File: config.mk
export PLATFORM = sky130hd
export DESIGN_NAME = alu_cmd_issue
export DESIGN_NICKNAME = d
export VERILOG_FILES = /design/src/rtl/alu_pkg.sv /design/src/rtl/alu_cmd_fifo.sv /design/src/rtl/alu_cmd_issue.sv
export SDC_FILE = /design/constraint.sdc
export NUM_CORES = 1
export LEC_CHECK = 0
export CORE_MARGIN = 3
export CORE_UTILIZATION = 55
export DETAILED_ROUTE_END_ITERATION = 10
export PLACE_DENSITY_LB_ADDON = 0.08
export SLEW_MARGIN = 20
export SYNTH_ARGS = -nofsm -noshare
export SYNTH_HDL_FRONTEND = slang
export SYNTH_SLANG_ARGS = --single-unit
File: constraint.sdc
create_clock -name clk -period 5 [get_ports clk]
set_input_delay 1 -clock clk [delete_from_list [all_inputs] [get_ports clk]]
set_output_delay 1 -clock clk [all_outputs]
set_load 0.05 [all_outputs]
File: src/rtl/alu_pkg.sv
// Shared definitions for the ALU command-issue stage: opcodes, the command
// record and the issue FSM state encoding.
package alu_pkg;

    localparam int ALU_WIDTH = 8;

    localparam logic [2:0] ALU_ADD   = 3'd0;
    localparam logic [2:0] ALU_SUB   = 3'd1;
    localparam logic [2:0] ALU_AND   = 3'd2;
    localparam logic [2:0] ALU_OR    = 3'd3;
    localparam logic [2:0] ALU_XOR   = 3'd4;
    localparam logic [2:0] ALU_SHL   = 3'd5;
    localparam logic [2:0] ALU_SHR   = 3'd6;
    localparam logic [2:0] ALU_PASSA = 3'd7;

    typedef struct packed {
        logic [2:0]           sel;
        logic [ALU_WIDTH-1:0] a;
        logic [ALU_WIDTH-1:0] b;
    } alu_cmd_t;

    typedef enum logic [1:0] {
        IDLE  = 2'd0,
        EXEC  = 2'd1,
        STALL = 2'd2
    } alu_state_e;

endpackage

File: src/rtl/alu_cmd_fifo.sv
// Synchronous FIFO with occupancy count; full/empty are derived from the count.
module alu_cmd_fifo #(
    parameter int DEPTH = 4,
    parameter int WIDTH = 19
) (
    input  logic                     clk,
    input  logic                     rst,
    input  logic                     push,
    input  logic [WIDTH-1:0]         wdata,
    input  logic                     pop,
    output logic [WIDTH-1:0]         rdata,
    output logic [$clog2(DEPTH):0]   count,
    output logic                     full,
    output logic                     empty
);
    localparam int AW = $clog2(DEPTH);

    logic [WIDTH-1:0] mem [DEPTH];
    logic [AW-1:0]    wr_ptr;
    logic [AW-1:0]    rd_ptr;
    logic             do_push;
    logic             do_pop;

    assign full    = (count == (AW+1)'(DEPTH));
    assign empty   = (count == '0);
    assign do_push = push && !full;
    assign do_pop  = pop && !empty;
    assign rdata   = mem[rd_ptr];

    // Storage carries no reset; validity is tracked entirely by count.
    always_ff @(posedge clk) begin
        if (do_push) begin
            mem[wr_ptr] <= wdata;
        end
    end

    always_ff @(posedge clk) begin
        if (rst) begin
            wr_ptr <= '0;
            rd_ptr <= '0;
            count  <= '0;
        end else begin
            if (do_push) begin
                wr_ptr <= wr_ptr + AW'(1);
            end
            if (do_pop) begin
                rd_ptr <= rd_ptr + AW'(1);
            end
            case ({do_push, do_pop})
                2'b10:   count <= count + (AW+1)'(1);
                2'b01:   count <= count - (AW+1)'(1);
                default: count <= count;
            endcase
        end
    end

endmodule

File: src/rtl/alu_cmd_issue.sv
// Command-issue stage in front of the combinational ALU: buffers commands,
// drives the FIFO head to the ALU and registers its result. Optional macro:
// ALU_CMD_ISSUE_ZERO_FLAG_EN adds a registered rsp_zero output.
module alu_cmd_issue
    import alu_pkg::*;
#(
    parameter int DEPTH = 4,
    parameter int WIDTH = 8
) (
    input  logic                   clk,
    input  logic                   rst,
    input  logic                   cmd_valid,
    output logic                   cmd_ready,
    input  logic [2:0]             cmd_sel,
    input  logic [WIDTH-1:0]       cmd_a,
    input  logic [WIDTH-1:0]       cmd_b,
    output logic [2:0]             alu_sel,
    output logic [WIDTH-1:0]       alu_a,
    output logic [WIDTH-1:0]       alu_b,
    input  logic [WIDTH-1:0]       alu_result,
    output logic                   rsp_valid,
    input  logic                   rsp_ready,
    output logic [WIDTH-1:0]       rsp_result,
    output logic [2:0]             rsp_sel,
`ifdef ALU_CMD_ISSUE_ZERO_FLAG_EN
    output logic                   rsp_zero,
`endif
    output logic [$clog2(DEPTH):0] fifo_count,
    output alu_state_e             state
);
    localparam int CW = $clog2(DEPTH) + 1;

    typedef struct packed {
        logic [2:0]       sel;
        logic [WIDTH-1:0] a;
        logic [WIDTH-1:0] b;
    } cmd_t;

    cmd_t wr_cmd;
    cmd_t head;
    logic full;
    logic empty;
    logic push;
    logic capture;
    logic has_head_next;
    logic rsp_next;

    // Both ports transfer on a rising edge where valid && ready; ready never
    // depends combinationally on the same-cycle pop, so a full FIFO refuses.
    assign cmd_ready = !full;
    assign push      = cmd_valid && cmd_ready;
    assign capture   = !empty && (!rsp_valid || rsp_ready);
    assign wr_cmd    = '{sel: cmd_sel, a: cmd_a, b: cmd_b};

    alu_cmd_fifo #(
        .DEPTH (DEPTH),
        .WIDTH ($bits(cmd_t))
    ) u_fifo (
        .clk   (clk),
        .rst   (rst),
        .push  (push),
        .wdata (wr_cmd),
        .pop   (capture),
        .rdata (head),
        .count (fifo_count),
        .full  (full),
        .empty (empty)
    );

    assign alu_sel = empty ? 3'd0 : head.sel;
    assign alu_a   = empty ? '0 : head.a;
    assign alu_b   = empty ? '0 : head.b;

    assign has_head_next = push || (fifo_count > CW'(1)) || (!empty && !capture);
    assign rsp_next      = capture || (rsp_valid && !rsp_ready);

    always_ff @(posedge clk) begin
        if (rst) begin
            state      <= IDLE;
            rsp_valid  <= 1'b0;
            rsp_result <= '0;
            rsp_sel    <= 3'd0;
`ifdef ALU_CMD_ISSUE_ZERO_FLAG_EN
            rsp_zero   <= 1'b0;
`endif
        end else begin
            if (capture) begin
                rsp_valid  <= 1'b1;
                rsp_result <= alu_result;
                rsp_sel    <= head.sel;
`ifdef ALU_CMD_ISSUE_ZERO_FLAG_EN
                rsp_zero   <= (alu_result == '0);
`endif
            end else if (rsp_ready) begin
                rsp_valid <= 1'b0;
            end

            // STALL marks a held response blocking a waiting head command.
            if (!has_head_next && !rsp_next) begin
                state <= IDLE;
            end else if (rsp_valid && !rsp_ready && has_head_next) begin
                state <= STALL;
            end else begin
                state <= EXEC;
            end
        end
    end

endmodule

Yosys cells after proc, flatten, opt, wreduce, memory -nomap -nowiden

Memories as Yosys holds them, arrays and structs flattened. A register that Yosys moved wholly into a read port is not among the register bits.
Cells that the tools add are included.
W data, S select, Z words.

Register bits: 21
RAM bits: 76
Input bits: 31
Output and inout port bits: 37
Memories kept: 1

$add $sub $neg: 4
$lt $le $gt $ge: 1
Equality and inequality tests: 3
Multiplexer cells: 11
Reductions and logical operators: 23

Memories:

| memory     | words | bits a word | read ports | clocked after memory_dff | write ports | RTL line           | source |
|---|---|---|---|---|---|---|---|
| u_fifo.mem | 4     | 19          | 1          | 1                        | 1           | alu_cmd_fifo.sv:18 | `logic [WIDTH-1:0] mem [DEPTH];` |

Operator list:

| kind                  | number |
|---|---|
| $mux W8               | 2 |
| $logic_and A1 B1 Y1   | 8 |
| $logic_not A1 Y1      | 7 |
| $mux W2               | 3 |
| $pmux W3 S2           | 1 |
| $add A2 B1 Y2 const B | 2 |
| $logic_or A1 B1 Y1    | 4 |
| $mux W1               | 4 |
| $reduce_bool A2 Y1    | 2 |
| $add A3 B1 Y3 const B | 1 |
| $eq A3 B3 Y1 const B  | 1 |
| $gt A3 B1 Y1 const B  | 1 |
| $logic_not A3 Y1      | 1 |
| $mux W3               | 1 |
| $sub A3 B1 Y3 const B | 1 |
| $eq A2 B1 Y1 const B  | 1 |
| $eq A2 B2 Y1 const B  | 1 |
| $reduce_or A2 Y1      | 1 |

Longest topological paths before layout

Word-level depth: 9
Mapped depth: 9

Cells and area by module

Synthesis repeated with hierarchy kept, for this count alone.

Cell total of the unflattened synthesis: 238
Area, all modules: 3940.0 um^2

By module, submodules not included:

| module        | times used | cells each | area an instance (um^2) | seq. area each (um^2) |
|---|---|---|---|---|
| alu_cmd_fifo  | 1          | 153        | 3260.6                  | 2462.4 |
| alu_cmd_issue | 1          | 85         | 679.4                   | 280.3 |

Worst setup path before layout

Ideal clock, no wire load.

Path type: register to output
Start point: reg u_fifo.count[0]
End point: out alu_a[0]
Data arrival time: 1.820 ns
Data required time: 4.000 ns
Slack: 2.180 ns
Stages on the path, launching flop included: 6
Path buffers: 1
Path through: dfxtp_1 -> inv_1 -> ha_1 -> nand2b_1 -> clkbuf_1 -> and2_1

Cells in the longest elaborated chain, start to end: 2

Ends and longest elaborated chain:

| what                   | RTL line            | source |
|---|---|---|
| from (decl)            | alu_cmd_fifo.sv:12  | `output logic [$clog2(DEPTH):0] count,` |
| from (signal assigned) | alu_cmd_fifo.sv:50  | `2'b10: count <= count + (AW+1)'(1);` |
| from (signal assigned) | alu_cmd_fifo.sv:51  | `2'b01: count <= count - (AW+1)'(1);` |
| from (signal assigned) | alu_cmd_fifo.sv:52  | `default: count <= count;` |
| $logic_not A3 Y1       | alu_cmd_fifo.sv:25  | `assign empty = (count == '0);` |
| $mux W8                | alu_cmd_issue.sv:71 | `assign alu_a = empty ? '0 : head.a;` |
| to (decl)              | alu_cmd_issue.sv:18 | `output logic [WIDTH-1:0] alu_a,` |

No other way between the ends.

==> results by group <==
Place
  – Setup WS pre-CTS: 1610 ps
  – Placer's final routability congestion estimate: 0.718
  – Detailed Place HPWL: 4600 um
  – Inst Count DP: 386
  – Buffers on Ports: 67

Timing
  – Setup slack after layout: 1280 ps
  – Final setup violation count: 0
  – Worst slew pin tran: 1020 ps
  – Final setup TNS: 0 ps
  – Final period util: 0.743
  – Crit path time final: 3720 ps
  – Slew Viols, Final: 0
  – Setup Skew: 11.9 ps
  – RSZ-0062 raised after global routing: false
  – Fin. Hold Viols: 0
  – Achievable clock frequency: 269 MHz
  – Relative slew slack: 0.321

Synthesis
  – #FFs+latches synth: 99
  – Post-synth cell types: 29
  – Cell area after synthesis: 3910 um^2
  – Syn nets: 272
  – Warnings from Yosys: 0
  – Sequential share of the synthesized area: 0.701
  – Cells after synthesis: 233
  – Avg Synthesized Cell Area: 16.8 um^2

Cells and area
  – Fin util: 0.707
  – Most common cell after layout, fill and taps aside: edfxtp_1
  – Antenna diodes: 0
  – Area Overhead vs Synth: 23.5%
  – Commonest non-fill, non-tap cells in the layout: edfxtp_1 (76), clkdlybuf4s50_1 (67), and2_1 (23), dfxtp_1 (23), a21oi_1 (16)
  – Fraction of layout cells with a size suffix above 1: 0.0948
  – # nets final: 340
  – Non-filler instance count after layout: 402

Floorplan
  – # rows: 30
  – Die X: 90.3 um
  – Core Region: 6830 um^2
  – IO Count: 68
  – Die area: 8160 um^2
  – Die height: 90.3 um
  – Initial Util: 0.573

Detailed routing
  – Starting DRC count in detailed routing: 76
  – DRC errors left: 0
  – Vias per inst: 5.37
  – Wirelength per Cell: 17.4 um
  – Detailed Route WL: 7010 um
  – Pre-antenna DRT Iters: 4
  – Final antenna-violating net count: 0
  – Vias: 2159

Flow run
  – Max-Cap Viols: 0

Clocking
  – Clock root buffer master: clkbuf_8
  – CTS Buf Count: 9
  – Post-cts sizing count: 0
  – CTS max path bufs: 2
  – # Post-CTS Setup Buffers: 0
  – H-tree levels: 3
  – Clock tree sinks: 99
  – Clk pin slew, worst setup/hold paths: 90 ps
  – Skew-Pair Late Insertion Delay: 350 ps
  – CTS Hold Bufs: 0
  – CTS tree: done

GRT
  – First-pass GRT wire length: 11500 um
  – GRT Total Usage: 0.184
  – Vias in the first global route: 2180
  – Largest net degree at the start of global routing: 26
  – GR Overflow Total: 0
  – Initial antenna violation count: 0

Setup path
  – Crit path kind: reg -> out
  – CP Capture Type: output pin
  – Arr. time, crit path: 2720 ps
  – WP data required: 4000 ps
  – Max Fanout on Critical Path: 12
  – CP Launch Type: register

Hold path
  – Worst Hold Class: reg -> reg

Power and ir drop
  – Cell area power density: 613 nW/um^2
  – Leakage: 1.63 nW
  – Peak supply drop: 352 uV
  – Power Total: 2.96 mW

Status
  – Status: completed
## cell usage after synthesis
cell,instances,area [um^2]
nor2b_1,2,12.5
edfxtp_1,76,2280
nand2b_1,2,12.5
or4_1,1,7.51
nor3_1,1,5.00
ha_1,8,100
inv_1,6,22.5
dfxtp_1,23,460
or3_1,1,6.26
buf_12,1,20.0
o21ai_1,3,15.0
buf_2,5,25.0
buf_6,1,11.3
o21ai_0,10,50.1
nor2_1,6,22.5
xnor2_1,2,17.5
and2_1,23,144
mux4_2,10,225
a21boi_1,1,7.51
nand2_1,1,3.75
nor4b_1,1,8.76
nand3_1,12,60.1
a21oi_1,16,80.1
o31ai_1,1,7.51
clkbuf_1,6,22.5
a211oi_1,1,7.51
mux2i_1,2,20.0
xor2_1,2,17.5
mux4_1,9,236
## critical path: stages, from the launching register on
cell	delay [ps]
dfxtp_1	590
buf_4	340
mux4_1	560
and2_1	170
clkdlybuf4s50_1	710
## where the power goes
part | switching (mW) | internal (mW) | leakage (nW)
clock network | 0.280 | 0.193 | 0.0984
registers | 0.0802 | 1.02 | 0.887
logic | 0.869 | 0.522 | 0.645
total | 1.23 | 1.73 | 1.63
## state kept, by name, summed over array words and instances (netlist names), named ones only
register	count
state	2
u_fifo.count	3
u_fifo.mem	76
u_fifo.rd_ptr	2
rsp_result	8
u_fifo.wr_ptr	2
rsp_sel	3
rsp_valid	1
## through the flow
step                cell area, um^2  hold slack [ps]
floorplan                      3910              453
global placement               4650              461
detailed placement             4650              468
CTS                            4830              481
global route                   4830              517
finish                         4830              479
## logic make-up (layout without fill, tap and decap cells)
kind of cell	count (synthesis)	in the layout	share of synthesized area
compound gates	32	32	0.0429
xor+xnor	4	4	0.00896
fa+ha+maj	8	8	0.0256
buf+inv	19	92	0.0259
flops	99	99	0.701
mux	21	21	0.123
simple gates	50	50	0.0723
## area by class of cell
cell class | instances | area (um^2)
Fill cell | 503 | 2000
Multi-Input combinational cell | 115 | 1070
Clock buffer | 9 | 124
Timing Repair Buffer | 70 | 693
Sequential cell | 99 | 2740
Clock inverter | 7 | 62.6
Inverter | 6 | 22.5
Tap cell | 96 | 120
## layer usage
metal / routed length [um] / global-route usage / vias up
met4: 59 / 0.0612 / 0
met5: 0 / 0 / -
met1: 3000 / 0.240 / 1056
li1: - / - / 1026
met3: 346 / 0.0400 / 7
met2: 3610 / 0.309 / 70
## worst paths after layout
path | from | end | slack (ps) | depth (start not counted)
max reg2reg | u_fifo.count[1] | u_fifo.count[2] | 2360 | 7
min reg2reg | rsp_result[7] | rsp_result[7] | 480 | 2
min | rsp_result[7] | rsp_result[7] | 480 | 2
max | register | alu_a[1] | 1280 | 4
Note: power is estimated with default switching activity, not from simulation.
